## config.mk

```make
export PLATFORM = sky130hd
export DESIGN_NAME = cargador_bloque
export DESIGN_NICKNAME = d
export VERILOG_FILES = /design/src/rtl/cargador_bloque_pkg.sv /design/src/rtl/cargador_bloque.sv
export SDC_FILE = /design/constraint.sdc
export NUM_CORES = 1
export LEC_CHECK = 0
export CAP_MARGIN = 0
export CORE_ASPECT_RATIO = 0.7
export CORE_MARGIN = 5
export CORE_UTILIZATION = 53
export CTS_BUF_LIST = sky130_fd_sc_hd__clkbuf_8 sky130_fd_sc_hd__clkbuf_16
export CTS_CLUSTER_DIAMETER = 100
export CTS_CLUSTER_SIZE = 14
export DETAILED_ROUTE_END_ITERATION = 16
export PLACE_DENSITY = 0.81
export SETUP_SLACK_MARGIN = 0.3
export SYNTH_ARGS = -nofsm -noshare
export SYNTH_HDL_FRONTEND = slang
export SYNTH_SLANG_ARGS = --single-unit
```

## constraint.sdc

```tcl
create_clock -name clk -period 3.6 [get_ports clk]
set_input_delay 0.72 -clock clk [delete_from_list [all_inputs] [get_ports clk]]
set_output_delay 0.72 -clock clk [all_outputs]
set_load 0.02 [all_outputs]
```

## src/rtl/cargador_bloque_pkg.sv

```systemverilog
// Shared definitions for the block loader and the mining stage it feeds:
// FSM encoding, datapath widths and the saturating timer increment.
package cargador_bloque_pkg;

    typedef enum logic [2:0] {
        IDLE    = 3'd0,
        CARGA   = 3'd1,
        LIMPIA  = 3'd2,
        EJECUTA = 3'd3,
        FIN     = 3'd4
    } estado_t;

    localparam int N_BYTES_BLOQUE = 12;
    localparam int ANCHO_HASH     = 24;
    localparam int ANCHO_NONCE    = 32;
    localparam int ANCHO_TIMER    = 32;

    // Holds at all-ones instead of wrapping so a stuck run can never look fresh.
    function automatic logic [ANCHO_TIMER-1:0] incr_sat(input logic [ANCHO_TIMER-1:0] valor);
        if (valor == {ANCHO_TIMER{1'b1}}) begin
            incr_sat = valor;
        end else begin
            incr_sat = valor + 32'd1;
        end
    endfunction

endpackage

```

## src/rtl/cargador_bloque.sv

```systemverilog
// Byte-stream loader: assembles block + target, clears the mining stage for one
// cycle, runs it until terminado or timeout, then pulses hecho.
module cargador_bloque
    import cargador_bloque_pkg::*;
#(
    parameter int N_BYTES = N_BYTES_BLOQUE,
    parameter int TIMEOUT = 1048576
) (
    input  logic                 clk,
    input  logic                 reset,
    input  logic [7:0]           byte_in,
    input  logic                 byte_valid,
    output logic                 byte_ready,
    input  logic                 terminado,
    output logic [8*N_BYTES-1:0] bloque_bytes,
    output logic [7:0]           target,
    output logic                 inicio,
    output logic                 reset_mineria,
    output logic                 hecho,
    output logic                 error
);

    localparam int                     ANCHO_CARGA = 8 * (N_BYTES + 1);
    localparam logic [3:0]             CUENTA_ULT  = 4'(N_BYTES);
    localparam logic [ANCHO_TIMER-1:0] TIMER_ULT   = 32'(TIMEOUT - 1);

    estado_t                 estado_r, estado_s;
    logic [3:0]              cuenta_r, cuenta_s;
    logic [ANCHO_TIMER-1:0]  timer_r, timer_s;
    logic [ANCHO_CARGA-1:0]  carga_r, carga_s;
    logic                    error_r, error_s;
    logic                    reset_mineria_r, reset_mineria_s;
    logic                    byte_ready_s;
    logic                    transfer_s;

    assign byte_ready_s  = (estado_r == IDLE) || (estado_r == CARGA);
    assign transfer_s    = byte_valid & byte_ready_s;

    assign byte_ready    = byte_ready_s;
    assign inicio        = (estado_r == EJECUTA);
    assign hecho         = (estado_r == FIN);
    assign error         = error_r;
    assign reset_mineria = reset_mineria_r;
    assign bloque_bytes  = carga_r[ANCHO_CARGA-1:8];
    assign target        = carga_r[7:0];

    // Next-state, counter, timer, shift register and error flag.
    always_comb begin
        estado_s = estado_r;
        cuenta_s = cuenta_r;
        timer_s  = timer_r;
        error_s  = error_r;

        if (transfer_s) begin
            carga_s = {carga_r[ANCHO_CARGA-9:0], byte_in};
        end else begin
            carga_s = carga_r;
        end

        case (estado_r)
            IDLE: begin
                if (transfer_s) begin
                    estado_s = CARGA;
                    cuenta_s = 4'd1;
                end else begin
                    cuenta_s = 4'd0;
                end
            end
            CARGA: begin
                if (transfer_s && (cuenta_r == CUENTA_ULT)) begin
                    estado_s = LIMPIA;
                    cuenta_s = 4'd0;
                    error_s  = 1'b0;
                end else if (transfer_s) begin
                    cuenta_s = cuenta_r + 4'd1;
                end else begin
                    cuenta_s = cuenta_r;
                end
            end
            LIMPIA: begin
                estado_s = EJECUTA;
                timer_s  = '0;
            end
            EJECUTA: begin
                timer_s = incr_sat(timer_r);
                // terminado has priority so a run finishing on the last cycle is not flagged.
                if (terminado) begin
                    estado_s = FIN;
                end else if (timer_r == TIMER_ULT) begin
                    estado_s = FIN;
                    error_s  = 1'b1;
                end else begin
                    estado_s = EJECUTA;
                end
            end
            FIN: begin
                estado_s = IDLE;
            end
            default: begin
                estado_s = IDLE;
                cuenta_s = 4'd0;
            end
        endcase

        reset_mineria_s = (estado_s != LIMPIA);
    end

    // State and datapath registers.
    always_ff @(posedge clk or negedge reset) begin
        if (!reset) begin
            estado_r        <= IDLE;
            cuenta_r        <= 4'd0;
            timer_r         <= '0;
            carga_r         <= '0;
            error_r         <= 1'b0;
            reset_mineria_r <= 1'b0;
        end else begin
            estado_r        <= estado_s;
            cuenta_r        <= cuenta_s;
            timer_r         <= timer_s;
            carga_r         <= carga_s;
            error_r         <= error_s;
            reset_mineria_r <= reset_mineria_s;
        end
    end

endmodule

```

# Yosys cells after proc, flatten, opt, wreduce, memory -nomap -nowiden
# Index checks and enable logic that the tools add are counted.
# word_totals
out_inout_bits	109
reg_bits	145
inputBits	12
# op_classes
n_reduce_logical	9
addsub	2
bitwise	2
n_eq_ne	13
mux	15
# ops
op	n
$pmux W32 S2	1
$add A32 B1 Y32 const B	1
$eq A32 B20 Y1 const B	1
$eq A32 B32 Y1 const B	1
$mux W32	1
$mux W3	4
$pmux W3 S4	1
$pmux W4 S3	1
$mux W4	2
$eq A3 B2 Y1 const B	2
$ne A3 B2 Y1 const B	2
$add A4 B1 Y4 const B	1
$eq A4 B4 Y1 const B	1
$mux W1	4
$ne A2 B1 Y1 const B	2
$ne A2 B2 Y1 const B	2
$reduce_and A2 Y1	2
$reduce_and A4 Y1	1
$reduce_bool A2 Y1	2
$eq A3 B1 Y1 const B	1
$eq A3 B3 Y1 const B	1
$logic_not A3 Y1	1
$reduce_or A3 Y1	1
$pmux W1 S2	1
other kinds (4)	4

# Depth between registers and ports, before layout
# logic_depth
word_depth	7
ltp_mapped	8
ltp_nobuf	7

# Least setup slack after synthesis
# Ideal clock, no wire load.
# synth_path
kind	register -> register
start	register estado_r[2]
end	register carga_r[58]
n_path_buf	3
setup_slack_ns	1.365
t_arrival_ns	2.110
stages_incl_launch_ff	7
cell_sequence	dfrtp_1 nor2_1 and2_1 clkbuf_1 clkbuf_1 buf_2 mux2_2
# synth_via
elab_chain_len	3
elab_cells_between_ends	4
cone_classes	1 x eq/ne; 1 x bitwise; 2 x reduce/logical
# synth_rtl
element	line_no	text
start: declaration	cargador_bloque.sv:27	estado_t estado_r, estado_s;
start signal: assignment	cargador_bloque.sv:118	estado_r <= estado_s;
$eq A3 B1 Y1 or $logic_not A3 Y1 (tied branches)	cargador_bloque.sv:36	assign byte_ready_s = (estado_r == IDLE) || (estado_r == CARGA);
$logic_or A1 B1 Y1 *	cargador_bloque.sv:36	
net byte_ready	cargador_bloque.sv:13	output logic byte_ready,
$and A1 B1 Y1 *	cargador_bloque.sv:37	assign transfer_s = byte_valid & byte_ready_s;
end signal: assignment	cargador_bloque.sv:121	carga_r <= carga_s;
end: declaration	cargador_bloque.sv:30	logic [ANCHO_CARGA-1:0] carga_r, carga_s;
# The timed path passes the listed nets; every way through them passes the cells marked *.
# A chain may end at the register's enable or synchronous reset.

# Final worst setup path
# layout_path
start	register estado_r[1]
end	output inicio
# layout_via
elab_chain_len	1
# layout_rtl
element	line_no	text
$eq A3 B2 Y1	cargador_bloque.sv:40	assign inicio = (estado_r == EJECUTA);
end: declaration	cargador_bloque.sv:17	output logic inicio,
# Every way passes these cells.

==> results.ini <==
[worst_setup_path]
r2r_start=timer_r[0]
start_kind=flip-flop
end_kind=primary output
crit_fanout=17
regToRegEndpoint=timer_r[0]
critPathKind=flip-flop to primary output
rr_worst_depth=6
cp.required_ns=2.88
worst_ep_arrival_time_ns=2.27
r2r_slack_ns=1.17

[cts]
root_buffer=clkbuf_16
cts_tree=yes
clk_pin_slew_worst_paths_ns=0.06
post-cts-setup-buffer-count=0
numCtsBuffers=17
ctsHtreeMaxLevel=4
insertion_delay_ns=0.41
ctsHoldBuffers=0
cts.sinks=145
clock_path_buffers=2
cts_resized=0

[finish]
final_common_cell=dfrtp_1
synthToLayoutAreaGrowth_pct=30.9
n_antenna_cell=0
nets=630
post_route_cells_drive_above_1_share_pct=24.7
final_cell_mix=dfrtp_1 (145), clkdlybuf4s50_1 (119), mux2_2 (105), nand3_1 (24), nand2_1 (22)

[die]
io_pins=121
die_w_um=140
core.rowCount=33
dieArea_um2=14200
initial_core_util_pct=53.9
die_h_um=101
fp.coreArea_um2=11600

[timing]
timing.final.max_slew_violations=0
tightest_slew_ns=0.950
hold_ws_ns=0.426
relSlewSlack_pct=36.7
period_share_pct=83.0
fin_tns_setup_ns=0
fin_skew_ns=0.00969
rsz0062_at_grt=no
period_needed_ns=2.99
fmax_mhz=335
setup_viol=0
hold_viol=0

[placed_design]
dp_hpwl_um=9870
port_buffers=120
gp_congestion=0.866

[job]
maxCapViolations=0

[synthesis]
synth_cells=493
async_reset_ff_share_pct=100
ys_types=50
ys_top_cells_by_area=dfrtp_1 (58%), mux2_2 (19%), nand3_1 (1.9%), nand4_1 (1.7%), xnor2_1 (1.5%)
synthFlopType=dfrtp_1
synth.largest_area_cell=dfrtp_1
synth_seq_cells=145
synth.yosys.warnings=0
synth_edf_count=0
yosysTopAreaCellShare_pct=57.8
syn_area_um2=6280
avgSynthCellArea_um2=12.7
seq_area_frac_synth_pct=57.8
syn_nets=508

[pwr]
peakVddDrop_uv=528
power.density_nw_per_um2=867
power.leakage_uw=0.00338

[global_routing]
grt_pass1_wl_um=24300
grt_overflow=0
grt_pass1_vias=4549
antenna_found_initial=0
grt_max_degree=112
grt_usage_pct=21.8

[routing]
drt-total-wl_um=14500
via_count=4535
viasPerCell=5.78
wl_per_cell_um=18.5
ant_nets=0
dr.first_iter.drc_count=288
first_pass_iters=5
drcViolationCount=0

[min_path]
hold_path.class=input pin to async pin

[status]
status=finished, final reports clean

per-layer routing:
metal  wire (µm)  GRT usage [%]  up-vias
li1            -              -     2083
met1        6400           29.9     2251
met2        6880           34.0      189
met3        1070           6.12       12
met4         173           7.07        0
met5           0              0        -
area by class of cell:
cell class / count / area, µm²
clock buffer: 17 / 425
clock inverter: 14 / 141
fill: 766 / 3420
inverter: 7 / 26.3
multi-input combinational: 314 / 2510
sequential: 145 / 3630
tap: 157 / 196
timing repair buffer: 130 / 1290
per-stage QoR:
step	cell area [µm²]	power (µW)	utilization (%)	instances	setup WS (ns)
finish	8220	7130	70.6	784	0.612
global route	8220	7500	70.6	784	0.485
CTS	8220	7200	70.6	784	0.629
detailed placement	7650	5470	65.7	753	1.06
global placement	7650	5360	65.7	753	1.12
floorplan	6280	4000	-	493	1.37
cells in the mapped netlist (4+ instances only):
| library cell | n |
|---|---|
| o31ai_1 | 4 |
| clkbuf_1 | 19 |
| nand4_1 | 17 |
| buf_2 | 6 |
| xnor2_1 | 11 |
| nand2_1 | 22 |
| o211ai_1 | 5 |
| nor2_1 | 21 |
| nand3_1 | 24 |
| mux2_2 | 105 |
| dfrtp_1 | 145 |
| and3_1 | 4 |
| a21oi_1 | 12 |
| nor4_1 | 12 |
| and4_1 | 7 |
| inv_1 | 7 |
| or4_1 | 9 |
| o21ai_0 | 12 |
worst max-delay path by stage:
stage | start | to | slack, ns | cells past startpoint
floorplan | estado_r[2] | carga_r[58] | 1.37 | 6
global placement | byte_valid | carga_r[7] | 1.12 | 4
detailed placement | byte_valid | carga_r[14] | 1.06 | 4
CTS | estado_r[1] | inicio | 0.63 | 5
global route | estado_r[1] | inicio | 0.49 | 5
finish | estado_r[1] | inicio | 0.61 | 5
worst max-delay path, cell delays in order (launching register included):
cell,delay [ns]
dfrtp_1,0.42
nor2b_1,0.17
buf_4,0.24
nand2_1,0.30
inv_1,0.11
clkdlybuf4s50_1,0.60
state kept, by name (all words and copies together), names as in the netlist:
register       flops
estado_r           3
timer_r           32
error              1
reset_mineria      1
cuenta_r           4
carga_r          104
where the power goes:
| part | total, µW | leakage [µW] | internal, µW | switching [µW] |
|---|---|---|---|---|
| Combinational | 2750 | 0.00133 | 1440 | 1310 |
| Sequential | 2700 | 0.00177 | 2210 | 488 |
| Clock | 1680 | 0.000276 | 1010 | 663 |
| Total | 7130 | 0.00338 | 4670 | 2460 |
cells by family after synthesis:
kind of cell    Yosys count  share of synthesized area [%]
flops                   145                           57.8
xor+xnor                 11                           1.53
buf+inv                  34                           2.27
fa+ha+maj                 3                          0.598
simple gates            135                           12.3
compound gates           60                           6.73
mux                     105                           18.8
No activity file was read; power rests on OpenSTA's default activity.
